File: config.mk
export PLATFORM = sky130hd
export DESIGN_NAME = uart_frame_decoder
export DESIGN_NICKNAME = d
export VERILOG_FILES = /design/src/rtl/uart_frame_decoder.sv
export SDC_FILE = /design/constraint.sdc
export NUM_CORES = 1
export LEC_CHECK = 0
export CORE_MARGIN = 2
export CORE_UTILIZATION = 29
export DETAILED_ROUTE_END_ITERATION = 7
export PLACE_DENSITY = 0.5
export SLEW_MARGIN = 20
export SYNTH_ARGS = -nofsm -noshare
export SYNTH_HDL_FRONTEND = slang
export SYNTH_SLANG_ARGS = --single-unit
File: constraint.sdc
create_clock -name clk -period 3.1 [get_ports clk]
set_input_delay 0.31 -clock clk [delete_from_list [all_inputs] [get_ports clk]]
set_output_delay 0.31 -clock clk [all_outputs]
set_load 0.03 [all_outputs]
File: src/rtl/uart_frame_decoder.sv
// Framed-packet extractor for the uart_rx byte stream: SOF, LEN, payload, XOR checksum.
// Payload is held until the checksum verifies, then drained downstream over valid/ready.
module uart_frame_decoder #(
    parameter int          MAX_LEN        = 16,
    parameter logic [7:0]  SOF_BYTE       = 8'h7E,
    parameter int          TIMEOUT_CYCLES = 100000
) (
    input  logic       clk,
    input  logic       rst,
    input  logic [7:0] rx_data,
    input  logic       rx_valid,
    output logic [7:0] out_data,
    output logic       out_valid,
    output logic       out_last,
    input  logic       out_ready,
    output logic       frame_ok,
    output logic       err_chk,
    output logic       err_len,
    output logic       err_ovf,
    output logic       err_tmo
);

    localparam int IDX_W     = $clog2(MAX_LEN + 1);
    // Buffer depth is rounded up so every index value addresses a real entry.
    localparam int BUF_DEPTH = 1 << IDX_W;
    localparam int TMO_W     = $clog2(TIMEOUT_CYCLES + 1);
    localparam logic [TMO_W-1:0] TMO_LAST  = TMO_W'(TIMEOUT_CYCLES - 1);
    localparam logic [7:0]       MAX_LEN_B = 8'(MAX_LEN);

    typedef enum logic [2:0] {
        ST_IDLE    = 3'd0,
        ST_LEN     = 3'd1,
        ST_PAYLOAD = 3'd2,
        ST_CHK     = 3'd3,
        ST_DRAIN   = 3'd4
    } state_t;

    function automatic logic [7:0] chk_update(input logic [7:0] acc, input logic [7:0] b);
        return acc ^ b;
    endfunction

    state_t             state_r, state_n;
    logic [IDX_W-1:0]   len_r, len_n;
    logic [IDX_W-1:0]   wr_idx_r, wr_idx_n;
    logic [IDX_W-1:0]   rd_idx_r, rd_idx_n;
    logic [IDX_W-1:0]   len_last_s;
    logic [7:0]         chk_r, chk_n;
    logic [TMO_W-1:0]   tmo_cnt_r, tmo_n;
    logic [7:0]         mem_r [BUF_DEPTH];
    logic               buf_we_s;
    logic               in_frame_s;
    logic               tmo_hit_s;

    logic [7:0] out_data_r, out_data_n;
    logic       out_valid_r, out_valid_n;
    logic       out_last_r, out_last_n;
    logic       frame_ok_r, frame_ok_n;
    logic       err_chk_r, err_chk_n;
    logic       err_len_r, err_len_n;
    logic       err_ovf_r, err_ovf_n;
    logic       err_tmo_r, err_tmo_n;

    assign out_data  = out_data_r;
    assign out_valid = out_valid_r;
    assign out_last  = out_last_r;
    assign frame_ok  = frame_ok_r;
    assign err_chk   = err_chk_r;
    assign err_len   = err_len_r;
    assign err_ovf   = err_ovf_r;
    assign err_tmo   = err_tmo_r;

    // Next-state, datapath and next-output decode.
    always_comb begin
        state_n     = state_r;
        len_n       = len_r;
        chk_n       = chk_r;
        wr_idx_n    = wr_idx_r;
        rd_idx_n    = rd_idx_r;
        buf_we_s    = 1'b0;
        frame_ok_n  = 1'b0;
        err_chk_n   = 1'b0;
        err_len_n   = 1'b0;
        err_ovf_n   = 1'b0;
        err_tmo_n   = 1'b0;
        len_last_s  = len_r - IDX_W'(1);
        in_frame_s  = (state_r == ST_LEN) || (state_r == ST_PAYLOAD) || (state_r == ST_CHK);
        tmo_hit_s   = in_frame_s && (tmo_cnt_r == TMO_LAST);

        if (!in_frame_s || rx_valid) begin
            tmo_n = '0;
        end else begin
            tmo_n = tmo_cnt_r + TMO_W'(1);
        end

        // A timeout wins over a byte arriving in the same cycle; that byte is discarded.
        if (tmo_hit_s) begin
            state_n   = ST_IDLE;
            err_tmo_n = 1'b1;
            tmo_n     = '0;
        end else begin
            case (state_r)
                ST_IDLE: begin
                    if (rx_valid && (rx_data == SOF_BYTE)) begin
                        state_n = ST_LEN;
                    end else begin
                        state_n = ST_IDLE;
                    end
                end
                ST_LEN: begin
                    if (rx_valid) begin
                        if ((rx_data == 8'h00) || (rx_data > MAX_LEN_B)) begin
                            err_len_n = 1'b1;
                            state_n   = ST_IDLE;
                        end else begin
                            len_n    = rx_data[IDX_W-1:0];
                            chk_n    = rx_data;
                            wr_idx_n = '0;
                            state_n  = ST_PAYLOAD;
                        end
                    end else begin
                        state_n = ST_LEN;
                    end
                end
                ST_PAYLOAD: begin
                    if (rx_valid) begin
                        buf_we_s = 1'b1;
                        chk_n    = chk_update(chk_r, rx_data);
                        wr_idx_n = wr_idx_r + IDX_W'(1);
                        if (wr_idx_r == len_last_s) begin
                            state_n = ST_CHK;
                        end else begin
                            state_n = ST_PAYLOAD;
                        end
                    end else begin
                        state_n = ST_PAYLOAD;
                    end
                end
                ST_CHK: begin
                    if (rx_valid) begin
                        if (rx_data == chk_r) begin
                            rd_idx_n = '0;
                            state_n  = ST_DRAIN;
                        end else begin
                            err_chk_n = 1'b1;
                            state_n   = ST_IDLE;
                        end
                    end else begin
                        state_n = ST_CHK;
                    end
                end
                ST_DRAIN: begin
                    if (rx_valid) begin
                        err_ovf_n = 1'b1;
                    end else begin
                        err_ovf_n = 1'b0;
                    end
                    if (out_valid_r && out_ready) begin
                        if (rd_idx_r == len_last_s) begin
                            frame_ok_n = 1'b1;
                            state_n    = ST_IDLE;
                        end else begin
                            rd_idx_n = rd_idx_r + IDX_W'(1);
                            state_n  = ST_DRAIN;
                        end
                    end else begin
                        state_n = ST_DRAIN;
                    end
                end
                default: begin
                    state_n = ST_IDLE;
                end
            endcase
        end

        // Outputs are registered, so they are decoded from the upcoming state and read index.
        if (state_n == ST_DRAIN) begin
            out_valid_n = 1'b1;
            out_data_n  = mem_r[rd_idx_n];
            out_last_n  = (rd_idx_n == len_last_s);
        end else begin
            out_valid_n = 1'b0;
            out_data_n  = 8'h00;
            out_last_n  = 1'b0;
        end
    end

    // State, counters and output registers.
    always_ff @(posedge clk) begin
        if (rst) begin
            state_r     <= ST_IDLE;
            len_r       <= '0;
            chk_r       <= 8'h00;
            wr_idx_r    <= '0;
            rd_idx_r    <= '0;
            tmo_cnt_r   <= '0;
            out_data_r  <= 8'h00;
            out_valid_r <= 1'b0;
            out_last_r  <= 1'b0;
            frame_ok_r  <= 1'b0;
            err_chk_r   <= 1'b0;
            err_len_r   <= 1'b0;
            err_ovf_r   <= 1'b0;
            err_tmo_r   <= 1'b0;
        end else begin
            state_r     <= state_n;
            len_r       <= len_n;
            chk_r       <= chk_n;
            wr_idx_r    <= wr_idx_n;
            rd_idx_r    <= rd_idx_n;
            tmo_cnt_r   <= tmo_n;
            out_data_r  <= out_data_n;
            out_valid_r <= out_valid_n;
            out_last_r  <= out_last_n;
            frame_ok_r  <= frame_ok_n;
            err_chk_r   <= err_chk_n;
            err_len_r   <= err_len_n;
            err_ovf_r   <= err_ovf_n;
            err_tmo_r   <= err_tmo_n;
        end
    end

    // Payload buffer; contents need no reset since reads only follow a verified fill.
    always_ff @(posedge clk) begin
        if (buf_we_s) begin
            mem_r[wr_idx_r] <= rx_data;
        end
    end

endmodule

# Word level (Yosys, flattened, before mapping)
# Memory sizes are Yosys's and may differ from the RTL's. A register that Yosys moved wholly into a read port is not among the register bits.
# Index checks and enable logic that the tools add are counted.
[totals]
inputBits = 12
ram_bits = 256
ff_bits = 50
romBits = 0
mem_count = 1
latch_bits = 0
[mem_list]
columns = ["name", "depth", "word_bits", "rd", "rd_clocked_by_memory_dff", "write_ports", "line", "rtl"]
rows = [
  ["mem_r", 32, 8, 1, 1, 1, "49", "logic [7:0] mem_r [BUF_DEPTH];"],
]
[op_classes]
n_shift = 0
order_cmp = 1
n_mux = 35
n_mul = 0
n_eq_ne = 14
bitwise = 9
reduce_logical = 19
add_sub_neg = 4
div_mod_pow = 0
[ops]
columns = ["cell", "n"]
rows = [
  ["$mux W5", 8],
  ["$mux W8", 3],
  ["$mux W3", 7],
  ["$pmux W5 S2", 2],
  ["$add A17 B1 Y17 const B", 1],
  ["$eq A17 B17 Y1 const B", 1],
  ["$pmux W8 S2", 1],
  ["$eq A5 B5 Y1", 3],
  ["$pmux W3 S5", 1],
  ["$mux W1", 12],
  ["$reduce_or A4 Y1", 3],
  ["$add A5 B1 Y5 const B", 2],
  ["$eq A8 B7 Y1 const B", 1],
  ["$eq A8 B8 Y1", 1],
  ["$gt A8 B5 Y1 const B", 1],
  ["$logic_not A8 Y1", 1],
  ["$not A1 Y1", 8],
  ["$xor A8 B8 Y8", 1],
  ["$eq A3 B2 Y1 const B", 2],
  ["$eq A3 B3 Y1 const B", 2],
  ["$ne A2 B2 Y1 const B", 3],
  ["$reduce_or A3 Y1", 2],
  ["$reduce_and A5 Y1", 1],
  ["$sub A5 B1 Y5 const B", 1],
  ["other kinds (9)", 14],
]

# Longest topological paths before layout
[depth]
word_depth = 9
depth_mapped = 15
depth_no_buf = 11

# Worst setup path before layout
# Ideal clock, no wire load.
[synth_path]
path_type = "register -> register"
from = "reg len_r[0]"
to = "reg out_data_r[0] (netlist: out_data[0]) (read register of mem_r)"
synth_period_minus_slack_ns = 3.146
required_ns = 2.980
setup_ns = 0.120
n_path_buf = 2
stages_incl_launch_ff = 14
arrival_time_ns = 3.027
slack_ns = -0.046
path_cell_list = "dfxtp_1 -> buf_2 -> inv_1 -> ha_1 -> nor3b_1 -> and3_1 -> o2111ai_4 -> nor4b_1 -> a311o_1 -> clkbuf_1 -> o2111ai_1 -> a31oi_2 -> o32ai_1 -> a211o_1"
[synth_between]
elab_chain_cells = 9
[synth_lines]
columns = ["element", "line", "rtl"]
rows = [
  ["start, declared", "43", "logic [IDX_W-1:0] len_r, len_n;"],
  ["start signal, assigned", "206", "len_r <= len_n;"],
  ["$sub A5 B1 Y5 (*)", "85", "len_last_s = len_r - IDX_W'(1);"],
  ["$eq A5 B5 Y1 (on tied branches)", "129, 158", ""],
  ["$mux W1 / $mux W3 (equally long branches)", "129, 158", ""],
  ["$mux W3 (on tied branches)", "125, 157", ""],
  ["$pmux W3 S5", "101", "case (state_r)"],
  ["$mux W3", "96", "if (tmo_hit_s) begin"],
  ["$eq A3 B3 Y1", "176", "if (state_n == ST_DRAIN) begin"],
  ["$not A1 Y1 (no line)", "-", ""],
  ["$reduce_or A2 Y1 (no line)", "-", ""],
  ["end, declared", "54", "logic [7:0] out_data_r, out_data_n;"],
]
# Every way passes the cells marked *; elsewhere a longest branch is shown, timed or not.
# A chain may end at the register's enable or synchronous reset.

# Final worst setup path
[layout_path]
from = "reg tmo_cnt_r[9]"
to = "reg out_data_r[5] (netlist: out_data[5]) (read register of mem_r)"
[layout_between]
elab_chain_cells = 6
[layout_lines]
columns = ["element", "line", "rtl"]
rows = [
  ["start, declared", "48", "logic [TMO_W-1:0] tmo_cnt_r, tmo_n;"],
  ["start signal, assigned", "210", "tmo_cnt_r <= tmo_n;"],
  ["$eq A17 B17 Y1 (*)", "87", "tmo_hit_s = in_frame_s && (tmo_cnt_r == TMO_LAST);"],
  ["$logic_and A1 B1 Y1 (*)", "87", ""],
  ["$mux W3", "96", ""],
  ["$eq A3 B3 Y1", "176", ""],
  ["$not A1 Y1 (no line)", "-", ""],
  ["$reduce_or A2 Y1 (no line)", "-", ""],
]
# Marked as above.

==> results.sh <==
export IMPL_cts_root_buf="clkbuf_16"
export IMPL_numCtsBuffers=36
export IMPL_end_kind="register"
export IMPL_crit_type="reg2reg"
export IMPL_fmax_mhz=308
export IMPL_finalSetupTns_ps=-885
export IMPL_nNetsFinal=1266
export IMPL_dieArea_um2=48600
export IMPL_dr_pass1_iters=5
export IMPL_clockBufferDepth=3
export IMPL_power_frac_seq=0.494
export IMPL_ys_types=71
export IMPL_portBuffers=26
export IMPL_worstPathArrival_ps=3670
export IMPL_vias=9350
export IMPL_synth_area_leaders="edfxtp_1, dfxtp_1, o211ai_1"
export IMPL_seq_area_frac_synth=0.651
export IMPL_hp_start="rx_data[4]"
export IMPL_n_fill_cell=4368
export IMPL_drv_slew=0
export IMPL_worstSetupStartpoint="tmo_cnt_r[9]"
export IMPL_setup_slack_ps=-147
export IMPL_combPwrFrac=0.015
export IMPL_yosysTopAreaCellShare=0.566
export IMPL_rr_startpoint="tmo_cnt_r[9]"
export IMPL_status="finished with violations"
export IMPL_grt_max_degree=45
export IMPL_grt_pass1_wl_um=60300
export IMPL_tightest_slew_ps=708
export IMPL_p_sw_uw=1820
export IMPL_crit_chain="nand2_2, or3_1, or4_4, buf_6, a21bo_1, o21a_4, buf_12, buf_12, mux2_2, o211ai_1, o32ai_2, a211o_1"
export IMPL_clk_pin_slew_ps=60
export IMPL_grt_pass1_vias=9291
export IMPL_diodes=0
export IMPL_async_reset_ff_frac=0
export IMPL_crit_path_start_kind="register"
export IMPL_hold_ws_ps=436
export IMPL_setup_viol=8
export IMPL_clkLatencyLatePin_ps=530
export IMPL_dieWidth_um=220
export IMPL_hold_violations=0
export IMPL_slowest_stage="or4_4"
export IMPL_synth_edf_count=256
export IMPL_synthCells=1031
export IMPL_finalCriticalPeriod_ps=3250
export IMPL_drive_above_1_share=0.315
export IMPL_period_share=1.05
export IMPL_grt_overflow=0
export IMPL_drt_initial_drc_count=741
export IMPL_p_leak_uw=0.00650
export IMPL_final_util=0.389
export IMPL_synthFlopType="edfxtp_1"
export IMPL_violations="negative setup slack"
export IMPL_vias_per_cell=4.97
export IMPL_rows=79
export IMPL_crit_fanout=8
export IMPL_tritoncts="yes"
export IMPL_hpwl_um=26700
export IMPL_swShare=0.197
export IMPL_cpMostUsedCell="buf_12"
export IMPL_rsz0062_at_grt="true"
export IMPL_wl_um=40500
export IMPL_areaGrowthSynthToFinish_pct=32.8
export IMPL_route_detailed_drc=0
export IMPL_ant_nets=0
export IMPL_worstPathRequired_ps=3530
export IMPL_netlist_area_um2=13600
export IMPL_clkPwrFrac=0.492
export IMPL_start_util=0.293
export IMPL_clock_sinks=314
export IMPL_routedWlPerCell_um=21.5
export IMPL_synth_nets=1050
export IMPL_die_h_um=220
export IMPL_synth_seq_cells=314
export IMPL_place_gp_congestion=0.822
export IMPL_synth_top_cell_by_area="edfxtp_1"
export IMPL_antenna_found_initial=0
export IMPL_max_slew_margin_rel=0.524
export IMPL_fin_skew_ps=15.2
export IMPL_power_internal_uw=7400
export IMPL_power_density_nw_per_um2=511
export IMPL_ios=27
export IMPL_slowest_delay_ps=530
export IMPL_maxCapViolCount=0
export IMPL_coreArea_um2=46400
export IMPL_htreeDepth=2
export IMPL_syn_avg_cell_area_um2=13.2
export IMPL_ir_worst_vdd_uv=321
export IMPL_yosysWarnings=0
export IMPL_min_path_type="in2reg"
export IMPL_grt_use_total=0.167
-- critical path, delay by kind of cell (launching register included) --
family / cells / cell delay, ps
buffers and inverters: 3 / 430
flip-flops: 1 / 330
AO/OA/AOI/OAI: 5 / 1210
AND/OR/NAND/NOR: 3 / 890
multiplexers: 1 / 270
-- placed cells by master (no fill, tap or decap), types with 26 or more instances in the layout --
cell type / n
edfxtp_1: 256
buf_4: 183
nand2_1: 105
nor2_1: 80
o211ai_1: 57
dfxtp_1: 50
inv_1: 49
clkbuf_16: 37
mux2_2: 27
xor2_1: 27
xnor2_1: 26
-- final timing paths --
path	endpoint	slack, ps	cells after the start
max reg2reg	out_data[5]	-150	12
min reg2reg	len_r[2]	530	2
min	mem_r[9][4]	440	2
max	out_data[5]	-150	12
-- power by group through the flow --
stage	sequential, uW	combinational, uW	clock (uW)
floorplan	4640	14.0	0
global placement	4640	133	0
detailed placement	4640	135	0
CTS	4550	137	4630
global route	4550	143	4810
finish	4550	135	4540
-- per-stage QoR --
step | total power (uW) | instances | worst slack [ps] | cell area [um^2]
after global placement | 4770 | 1792 | -1030 | 15900
after global routing | 9500 | 1882 | -286 | 18000
after floorplan | 4660 | 1031 | 13.2 | 13600
after detailed placement | 4780 | 1792 | -1080 | 15900
after CTS | 9320 | 1871 | -218 | 17700
final | 9220 | 1882 | -147 | 18000
-- what timing repair did --
item,CTS,global route
hold buffers,0,0
setup endpoints to repair,22,9
pin swaps,29,27
gates cloned,1,1
hold endpoints to repair,0,0
setup buffers,13,11
resized for setup,81,43
-- sequential cells by signal, summed over array words and instances (netlist names) --
name and cells:
chk_r 8, err_chk 1, err_len 1, err_ovf 1
err_tmo 1, frame_ok 1, len_r 5, mem_r 256
out_data 8, out_last 1, out_valid 1, rd_idx_r 5
state_r 3, tmo_cnt_r 17, wr_idx_r 5
-- Yosys cell counts, drive strengths merged (8+ instances only) --
cell type  number
nor2           81
and3            8
a211o           8
a31oi          11
xor2           27
mux2           38
inv            51
mux2i          24
edfxtp        256
nor4           10
o2111ai        40
nand2         108
clkbuf         35
dfxtp          58
xnor2          26
nand3          11
nand4           8
nor3           19
a32o            8
o22ai          15
a31o            8
a311o           8
o211ai         57
buf            30
a311oi          8
-- cells by family after synthesis --
group	count (synthesis)	share of synthesized area
buffers and inverters	116	0.0380
DFF	314	0.651
xor gates and xnor gates	54	0.0358
muxes	62	0.0503
AOI/OAI and AO/OA	200	0.123
adders and majority gates	7	0.00645
and+or+nand+nor	278	0.0949
-- area by class of cell --
class,count,area [um^2],share of cell area
flip-flops and latches,314,8860,0.491
multi-input cells,601,4780,0.265
repair buffers,243,2190,0.122
clock buffers,49,980,0.0543
well taps,607,759,0.0421
clock inverters,17,285,0.0158
inverters,51,191,0.0106
-- metal layers --
layer | vias up | global-route usage | share of wire
met5 | - | 0 | 0
met4 | 0 | 0.0396 | 0.018
met3 | 48 | 0.0191 | 0.032
met2 | 168 | 0.277 | 0.48
met1 | 4748 | 0.234 | 0.47
li1 | 4386 | - | -
No activity file was read; power rests on OpenSTA's default activity.
